[src/rtl/pipe_hazard_ctrl_if.sv]
// Request/acknowledge handshake between the hazard controller and the multi-cycle data memory.
// The controller holds the master side and raises dmem_req; the memory answers with dmem_ack.
interface pipe_hazard_ctrl_if;
    logic dmem_req;
    logic dmem_ack;

    modport master (
        output dmem_req,
        input  dmem_ack
    );

    modport slave (
        input  dmem_req,
        output dmem_ack
    );
endinterface

[src/rtl/pipe_hazard_ctrl.sv]
// Stall/flush/forwarding sequencer for a 5-stage pipeline with a multi-cycle data memory.
// Priority is mem stall > load-use > redirect; forwarding is purely combinational.
module pipe_hazard_ctrl #(
    parameter int unsigned TIMEOUT = 64,
    parameter int unsigned CNT_W   = 16
) (
    input  logic               clk,
    input  logic               rst_n,
    input  logic [4:0]         id_rs,
    input  logic [4:0]         id_rt,
    input  logic               id_use_rs,
    input  logic               id_use_rt,
    input  logic               id_redirect,
    input  logic [4:0]         e_rn,
    input  logic               e_wreg,
    input  logic               e_m2reg,
    input  logic [4:0]         m_rn,
    input  logic               m_wreg,
    input  logic               m_m2reg,
    input  logic               m_mem_access,
    pipe_hazard_ctrl_if.master dmem,
    output logic               pc_en,
    output logic               if_id_en,
    output logic               if_id_flush,
    output logic               id_ex_en,
    output logic               id_ex_bubble,
    output logic               ex_mem_en,
    output logic               mem_wb_bubble,
    output logic [1:0]         fwda,
    output logic [1:0]         fwdb,
    output logic [CNT_W-1:0]   stall_cnt,
    output logic               mem_timeout
);

    localparam int unsigned WaitW = (TIMEOUT < 1) ? 1 : $clog2(TIMEOUT + 1);

    typedef enum logic [1:0] {StRun, StMemWait, StHalt} state_e;

    state_e             state_q, state_d;
    logic [WaitW-1:0]   wait_cnt_q, wait_cnt_d;
    logic [CNT_W-1:0]   stall_cnt_q, stall_cnt_d;
    logic               timeout_q, timeout_d;
    logic               mem_stall;
    logic               lu;

    function automatic logic [1:0] fwd_sel(
        input logic [4:0] src,
        input logic [4:0] ern, input logic ewreg, input logic em2reg,
        input logic [4:0] mrn, input logic mwreg, input logic mm2reg
    );
        logic [1:0] sel;
        sel = 2'b00;
        if (ewreg && ern != 5'd0 && ern == src && !em2reg) begin
            sel = 2'b01;
        end else if (mwreg && mrn != 5'd0 && mrn == src) begin
            sel = mm2reg ? 2'b11 : 2'b10;
        end
        return sel;
    endfunction

    assign lu = e_wreg && e_m2reg && (e_rn != 5'd0) &&
                ((id_use_rs && id_rs == e_rn) || (id_use_rt && id_rt == e_rn));

    // Memory FSM: next state, request and stall decision
    always_comb begin
        state_d       = state_q;
        wait_cnt_d    = wait_cnt_q;
        timeout_d     = timeout_q;
        dmem.dmem_req = 1'b0;
        mem_stall     = 1'b0;
        unique case (state_q)
            StRun: begin
                dmem.dmem_req = m_mem_access;
                if (m_mem_access && !dmem.dmem_ack) begin
                    mem_stall  = 1'b1;
                    state_d    = StMemWait;
                    wait_cnt_d = WaitW'(1);
                end
            end
            StMemWait: begin
                dmem.dmem_req = 1'b1;
                if (dmem.dmem_ack) begin
                    state_d    = StRun;
                    wait_cnt_d = '0;
                end else begin
                    mem_stall = 1'b1;
                    if (wait_cnt_q == WaitW'(TIMEOUT)) begin
                        timeout_d = 1'b1;
                        state_d   = StHalt;
                    end else begin
                        wait_cnt_d = wait_cnt_q + WaitW'(1);
                    end
                end
            end
            StHalt: begin
                mem_stall = 1'b1;
            end
            default: begin
                state_d = StRun;
            end
        endcase
    end

    always_comb begin
        pc_en         = 1'b1;
        if_id_en      = 1'b1;
        if_id_flush   = 1'b0;
        id_ex_en      = 1'b1;
        id_ex_bubble  = 1'b0;
        ex_mem_en     = 1'b1;
        mem_wb_bubble = 1'b0;
        if (mem_stall) begin
            pc_en         = 1'b0;
            if_id_en      = 1'b0;
            id_ex_en      = 1'b0;
            ex_mem_en     = 1'b0;
            mem_wb_bubble = 1'b1;
        end else if (lu) begin
            pc_en        = 1'b0;
            if_id_en     = 1'b0;
            id_ex_bubble = 1'b1;
        end else begin
            if_id_flush = id_redirect;
        end
    end

    always_comb begin
        fwda = fwd_sel(id_rs, e_rn, e_wreg, e_m2reg, m_rn, m_wreg, m_m2reg);
        fwdb = fwd_sel(id_rt, e_rn, e_wreg, e_m2reg, m_rn, m_wreg, m_m2reg);
    end

    // Saturating: stays at all-ones once reached
    always_comb begin
        stall_cnt_d = stall_cnt_q;
        if (!pc_en && stall_cnt_q != {CNT_W{1'b1}}) begin
            stall_cnt_d = stall_cnt_q + CNT_W'(1);
        end
    end

    always_ff @(posedge clk or negedge rst_n) begin
        if (!rst_n) begin
            state_q     <= StRun;
            wait_cnt_q  <= '0;
            stall_cnt_q <= '0;
            timeout_q   <= 1'b0;
        end else begin
            state_q     <= state_d;
            wait_cnt_q  <= wait_cnt_d;
            stall_cnt_q <= stall_cnt_d;
            timeout_q   <= timeout_d;
        end
    end

    assign stall_cnt   = stall_cnt_q;
    assign mem_timeout = timeout_q;

endmodule

[src/flat_wrapper.sv]
// flat-port wrapper written by rule: the top's interface ports become plain ports
module pipe_hazard_ctrl_flat 
#(
    parameter int unsigned TIMEOUT = 64,
    parameter int unsigned CNT_W   = 16
)
  (clk, rst_n, id_rs, id_rt, id_use_rs, id_use_rt, id_redirect, e_rn, e_wreg, e_m2reg, m_rn, m_wreg, m_m2reg, m_mem_access, pc_en, if_id_en, if_id_flush, id_ex_en, id_ex_bubble, ex_mem_en, mem_wb_bubble, fwda, fwdb, stall_cnt, mem_timeout, dmem_dmem_req, dmem_dmem_ack);
  pipe_hazard_ctrl_if dmem_i ();
  input  logic clk;
  input  logic rst_n;
  input  logic [4:0] id_rs;
  input  logic [4:0] id_rt;
  input  logic id_use_rs;
  input  logic id_use_rt;
  input  logic id_redirect;
  input  logic [4:0] e_rn;
  input  logic e_wreg;
  input  logic e_m2reg;
  input  logic [4:0] m_rn;
  input  logic m_wreg;
  input  logic m_m2reg;
  input  logic m_mem_access;
  output logic pc_en;
  output logic if_id_en;
  output logic if_id_flush;
  output logic id_ex_en;
  output logic id_ex_bubble;
  output logic ex_mem_en;
  output logic mem_wb_bubble;
  output logic [1:0] fwda;
  output logic [1:0] fwdb;
  output logic [CNT_W-1:0] stall_cnt;
  output logic mem_timeout;
  output wire logic [$bits(dmem_i.dmem_req)-1:0] dmem_dmem_req;
  input wire logic [$bits(dmem_i.dmem_ack)-1:0] dmem_dmem_ack;
  assign dmem_dmem_req = dmem_i.dmem_req;
  assign dmem_i.dmem_ack = dmem_dmem_ack;
  pipe_hazard_ctrl #(.TIMEOUT(TIMEOUT), .CNT_W(CNT_W)) u_core (.clk(clk), .rst_n(rst_n), .id_rs(id_rs), .id_rt(id_rt), .id_use_rs(id_use_rs), .id_use_rt(id_use_rt), .id_redirect(id_redirect), .e_rn(e_rn), .e_wreg(e_wreg), .e_m2reg(e_m2reg), .m_rn(m_rn), .m_wreg(m_wreg), .m_m2reg(m_m2reg), .m_mem_access(m_mem_access), .dmem(dmem_i), .pc_en(pc_en), .if_id_en(if_id_en), .if_id_flush(if_id_flush), .id_ex_en(id_ex_en), .id_ex_bubble(id_ex_bubble), .ex_mem_en(ex_mem_en), .mem_wb_bubble(mem_wb_bubble), .fwda(fwda), .fwdb(fwdb), .stall_cnt(stall_cnt), .mem_timeout(mem_timeout));
endmodule
[config.mk]
export PLATFORM = sky130hd
export DESIGN_NAME = pipe_hazard_ctrl_flat
export DESIGN_NICKNAME = d
export VERILOG_FILES = /design/src/rtl/pipe_hazard_ctrl_if.sv /design/src/rtl/pipe_hazard_ctrl.sv /design/src/flat_wrapper.sv
export SDC_FILE = /design/constraint.sdc
export NUM_CORES = 1
export LEC_CHECK = 0
export CORE_ASPECT_RATIO = 2
export CORE_MARGIN = 1.5
export CORE_UTILIZATION = 49
export CTS_CLUSTER_SIZE = 28
export DETAILED_ROUTE_END_ITERATION = 7
export PLACE_DENSITY_LB_ADDON = 0.2
export SYNTH_ARGS = -nofsm -noshare
export SYNTH_HDL_FRONTEND = slang
export SYNTH_SLANG_ARGS = --single-unit
[constraint.sdc]
create_clock -name clk -period 3.7 [get_ports clk]
set_clock_uncertainty 0.15 [all_clocks]
set_input_delay 0.37 -clock clk [delete_from_list [all_inputs] [get_ports clk]]
set_output_delay 0.37 -clock clk [all_outputs]
set_load 0.005 [all_outputs]
Word-level counts from Yosys, hierarchy flattened
Cells that the tools add are included.
{"block": "totals", "output_inout_bits": 29, "elab_cells": 72, "in_bits": 31, "ff_bits": 26}
{"block": "op_classes", "muxes": 25, "eq_ne": 13, "n_bitwise": 2, "n_addsub": 2, "reduce_logical": 26}
{"op": "$eq 5x5->1", "count": 6}
{"op": "$mux 7", "count": 3}
{"op": "$add 16x1->16 const B", "count": 1}
{"op": "$ne 16x16->1 const B", "count": 1}
{"op": "$logic_and 1x1->1", "count": 15}
{"op": "$mux 2", "count": 7}
{"op": "$pmux 7 s2", "count": 1}
{"op": "$mux 1", "count": 11}
{"op": "$reduce_bool 5->1", "count": 2}
{"op": "$reduce_and 3->1", "count": 3}
{"op": "$add 7x1->7 const B", "count": 1}
{"op": "$eq 7x7->1 const B", "count": 1}
{"op": "$pmux 2 s3", "count": 1}
{"op": "$logic_not 1->1", "count": 3}
{"op": "$ne 3x2->1 const B", "count": 1}
{"op": "$ne 3x3->1 const B", "count": 1}
{"op": "$pmux 1 s3", "count": 1}
{"op": "$eq 2x1->1 const B", "count": 1}
{"op": "$eq 2x2->1 const B", "count": 1}
{"op": "$logic_not 2->1", "count": 1}
{"op": "$ne 2x1->1 const B", "count": 1}
{"op": "$not 1->1", "count": 2}
{"op": "$pmux 1 s2", "count": 1}
{"op": "$reduce_bool 2->1", "count": 1}
{"op": "$logic_or 1x1->1", "count": 1}

Logic depth before layout (Yosys ltp)
{"block": "logic_depth", "word_depth": 8, "depth_mapped": 7, "mapped_depth_nobuf": 7}

Worst setup path before layout
No wires, ideal clock.
{"block": "synth_timing", "path_type": "input port to flip-flop", "start": "input port e_rn[1]", "end": "register u_core.stall_cnt_q[14], in the netlist u_core.stall_cnt[14]", "setup_slack_ns": 1.778, "n_path_buf": 0, "t_required_ns": 3.422, "setup_time_ns": 0.128, "cell_stages": 6, "arrival_ns": 1.644, "path_cell_list": "xor2_1 -> nor3_2 -> a32o_2 -> a21oi_4 -> nor4_1 -> mux2_1"}
{"block": "synth_between", "elab_chain_len": 8, "word_cells_on_any_way": 12, "cone_classes": "eq/ne: 2; mux: 2; reduce/logical: 8"}
{"item": "from (decl)", "line_no": "flat_wrapper.sv:16", "text": "input logic [4:0] e_rn;"}
{"item": "$eq 5x5->1", "line_no": "pipe_hazard_ctrl.sv:62", "text": "((id_use_rs && id_rs == e_rn) || (id_use_rt && id_rt == e_rn));"}
{"item": "$logic_and 1x1->1", "line_no": "pipe_hazard_ctrl.sv:62"}
{"item": "$logic_or 1x1->1", "line_no": "pipe_hazard_ctrl.sv:62"}
{"item": "$logic_and 1x1->1 (*)", "line_no": "pipe_hazard_ctrl.sv:61", "text": "assign lu = e_wreg && e_m2reg && (e_rn != 5'd0) &&"}
{"item": "$mux 1 (*)", "line_no": "pipe_hazard_ctrl.sv:118", "text": "end else if (lu) begin"}
{"item": "$mux 1 (*)", "line_no": "pipe_hazard_ctrl.sv:112", "text": "if (mem_stall) begin"}
{"item": "$logic_not 1->1 (*)", "line_no": "pipe_hazard_ctrl.sv:135", "text": "if (!pc_en && stall_cnt_q != {CNT_W{1'b1}}) begin"}
{"item": "$logic_and 1x1->1 (*)", "line_no": "pipe_hazard_ctrl.sv:135"}
{"item": "to (signal assigned)", "line_no": "pipe_hazard_ctrl.sv:149", "text": "stall_cnt_q <= stall_cnt_d;"}
{"item": "to (decl)", "line_no": "pipe_hazard_ctrl.sv:41", "text": "logic [CNT_W-1:0] stall_cnt_q, stall_cnt_d;"}
Mark *: on every way between the ends. The rest lies on a longest branch, timed or not.
A chain may end at the register's enable or synchronous reset.

Worst setup path after layout
{"block": "layout_timing", "start": "input port id_rs[3]", "end": "output port if_id_flush"}
{"block": "layout_between", "elab_chain_len": 6}
{"item": "from (decl)", "line_no": "flat_wrapper.sv:11", "text": "input logic [4:0] id_rs;"}
{"item": "$eq 5x5->1", "line_no": "pipe_hazard_ctrl.sv:62"}
{"item": "$logic_and 1x1->1", "line_no": "pipe_hazard_ctrl.sv:62"}
{"item": "$logic_or 1x1->1", "line_no": "pipe_hazard_ctrl.sv:62"}
{"item": "$logic_and 1x1->1", "line_no": "pipe_hazard_ctrl.sv:61"}
{"item": "$mux 1", "line_no": "pipe_hazard_ctrl.sv:118"}
{"item": "$mux 1", "line_no": "pipe_hazard_ctrl.sv:112"}
{"item": "to (decl)", "line_no": "flat_wrapper.sv:25", "text": "output logic if_id_flush;"}
Every way passes these cells.

==> run_results.csv <==
group,metric,value,unit
run_status,run_status,"complete, no violations",
sta,rsz0062_at_grt,"false",
sta,max_slew_margin,0.604,
cts,cts.sinks,26,
finish,drive_gt1_frac,0.0622,
floorplanning,boundaryPins,60,
logic_synthesis,avgSynthCellArea,9.56,um^2
logic_synthesis,synth.yosys.seq_area_share,0.380,
logic_synthesis,synth_edf_count,0,
grt,grt_pass1_wl,6800,um
power,leakagePower,0.000977,uW
grt,antenna_found_initial,0,
logic_synthesis,synth.yosys.warnings,0,
sta,slew_viol_final,0,
sta,finalSetupViolCount,0,
cts,cts_resized,0,
sta,max_clock_freq,336,MHz
power,ir_drop,0.382,mV
cts,cts_buffers,3,
critical_path,cp-endpoint,"if_id_flush",
critical_path,cp-end-kind,"output port",
routing,vias,1575,
floorplanning,initial_core_util,0.506,
critical_path,cp_slowest_cell,"clkdlybuf4s50_1",
critical_path,worstSetupPathType,"in2out",
grt,gr-total-overflow,0,
sta,min_period,2980,ps
place,portBuffers,59,
grt,grt_util_all_layers,0.238,
cts,hold_buffers,0,
hold_path,min_path_type,"in2async",
routing,drt_pass1_iterations,4,
critical_path,startpoint,"id_rs[3]",
sta,holdWs,304,ps
logic_synthesis,synth_ff_type,"dfrtp_1",
place,place.detailed.hpwl,3570,um
logic_synthesis,yosys.cell_types.count,45,
logic_synthesis,synth_area_leaders,"dfrtp_1 38%, xor2_1 9.7%, xnor2_1 5.6%, nor2_1 3.7%, nand3_1 3.2%",
cts,cts_buffer_depth,2,
grt,grt_pass1_vias,1529,
sta,hold_viol,0,
power,p_per_area,387,nW/um^2
critical_path,cp_max_fo,12,
critical_path,cp-start-kind,"primary input",
cts,path_clk_slew,90,ps
critical_path,cpMostUsedCell,"clkdlybuf4s50_1",
critical_path,r2r_slack,1600,ps
critical_path,required,3180,ps
finish,syn_to_final_growth,40.4,%
floorplanning,die_height,86.6,um
floorplanning,num_rows,30,
flow_run,cap_violations,0,
critical_path,critical_path_cell_count,7,
cts,htree_levels,1,
routing,post_drt_wl_per_cell,16.0,um
floorplanning,coreArea,3380,um^2
finish,antenna_cells,0,
logic_synthesis,synth_top_area_frac,0.380,
cts,cts_root_buf,"clkbuf_8",
routing,viasPerCell,5.77,
routing,drc,0,
place,gp_congestion,0.774,
logic_synthesis,ys_seq_elements,26,
routing,drt_iter0_markers,41,
routing,ant_nets,0,
critical_path,rr_endpoint,"u_core.stall_cnt[14]",
cts,cts_setup_buffers,0,
sta,finalCritPeriodShare,0.805,
grt,grt_start_max_net_pins,27,
critical_path,slowest_delay,560,ps
cts,clock_latency,270,ps
routing,wl,4370,um
finish,layout.nets,276,
logic_synthesis,synth_common_cells,"26 x dfrtp_1, 19 x xor2_1, 17 x nor2_1",
critical_path,worst-path-buf-inv,2,
critical_path,cp_top_family,"buffers and inverters",
floorplanning,fp.dieW,44.8,um
logic_synthesis,syn_inst,179,
logic_synthesis,synth_nets,213,
critical_path,worstPathArrival,2460,ps
sta,tightest_slew,586,ps
critical_path,path_cells,"clkdlybuf4s50_1, xor2_1, nor3_2, a32o_2, a21oi_4, and2_1, clkdlybuf4s50_1",
cts,cts_tree,"yes",
floorplanning,dieArea,3880,um^2
logic_synthesis,synth_area,1710,um^2
critical_path,reg2reg_from,"u_core.state_q[1]",
logic_synthesis,yosys.area.top_type,"dfrtp_1",
logic_synthesis,synth_most_common_cell,"dfrtp_1",
sta,fin_tns_setup,0,ps
logic_synthesis,synth-async-reset-ratio,1.00,
critical_path,worst_r2r_path_depth,4,
area by class of cell:
cell class                      instances  area, um^2
Sequential cell                        26         651
Fill cell                             260         977
Multi-Input combinational cell        144        1010
Clock buffer                            3        41.3
Clock inverter                          1        30.0
Inverter                                6        22.5
Timing Repair Buffer                   61         606
Tap cell                               32        40.0
flip-flops by register name, summed over array words and instances (netlist names):
name                flops
u_core.stall_cnt       16
u_core.mem_timeout      1
u_core.state_q          2
u_core.wait_cnt_q       7
layout by cell type, fill, tap and decap left out, drive strengths merged, types with 2 or more instances in the layout:
cell type	count
a32o	2
nor2b	3
clkbuf	3
nand3	11
dfrtp	26
nand3b	3
o21ai	9
xor2	19
o41ai	2
a21oi	4
and3	3
a21o	2
xnor2	11
nand2b	3
inv	6
and2	3
o31ai	3
buf	2
o32a	2
nor3b	3
nor3	6
ha	3
nand2	12
nor4	5
mux2	4
nor4b	2
clkdlybuf4s50	59
nor2	17
nand4	2
power breakdown:
group	total [uW]	leakage, uW	switching (uW)	internal [uW]
Clock	236	0.0000357	90.8	145
Combinational	303	0.000600	117	185
Sequential	390	0.000341	59.0	331
Total	928	0.000977	267	661
through the flow:
| step | setup WS [ps] | total power [uW] | cell area (um^2) | util | cells |
|---|---|---|---|---|---|
| finish | 721 | 928 | 2400 | 0.711 | 273 |
| global placement | 727 | 692 | 2330 | 0.690 | 269 |
| global route | 644 | 975 | 2400 | 0.711 | 273 |
| floorplan | 1780 | 523 | 1710 | - | 179 |
| detailed placement | 711 | 699 | 2330 | 0.690 | 269 |
| CTS | 716 | 933 | 2400 | 0.711 | 273 |
cells by family (layout without fill, tap and decap cells):
kind of cell / after synthesis / after routing / share of synthesized area
XOR/XNOR: 30 / 30 / 0.154
AND/OR/NAND/NOR: 77 / 77 / 0.247
flip-flops: 26 / 26 / 0.380
buffers and inverters: 9 / 71 / 0.0285
adder cells (fa/ha/maj): 3 / 3 / 0.0219
multiplexers: 4 / 4 / 0.0285
AO/OA/AOI/OAI: 30 / 30 / 0.140
how the worst min path moves through the flow:
stage                                      end  slack, ps            startpoint
final                     u_core.stall_cnt[14]        300                 rst_n
after global routing      u_core.stall_cnt[14]        350                 rst_n
after CTS                  u_core.stall_cnt[6]        320                 rst_n
after detailed placement    u_core.mem_timeout        320    u_core.mem_timeout
after global placement    u_core.wait_cnt_q[6]        310  u_core.wait_cnt_q[6]
after floorplan             u_core.mem_timeout        -80                 rst_n
layer usage:
layer | vias to the layer above | track usage | routed length [um]
li1 | 769 | - | -
met1 | 758 | 0.197 | 1400
met2 | 42 | 0.505 | 2660
met3 | 6 | 0.0354 | 245
met4 | 0 | 0.0775 | 71
met5 | - | 0 | 0
(Power assumes the default switching activity.)
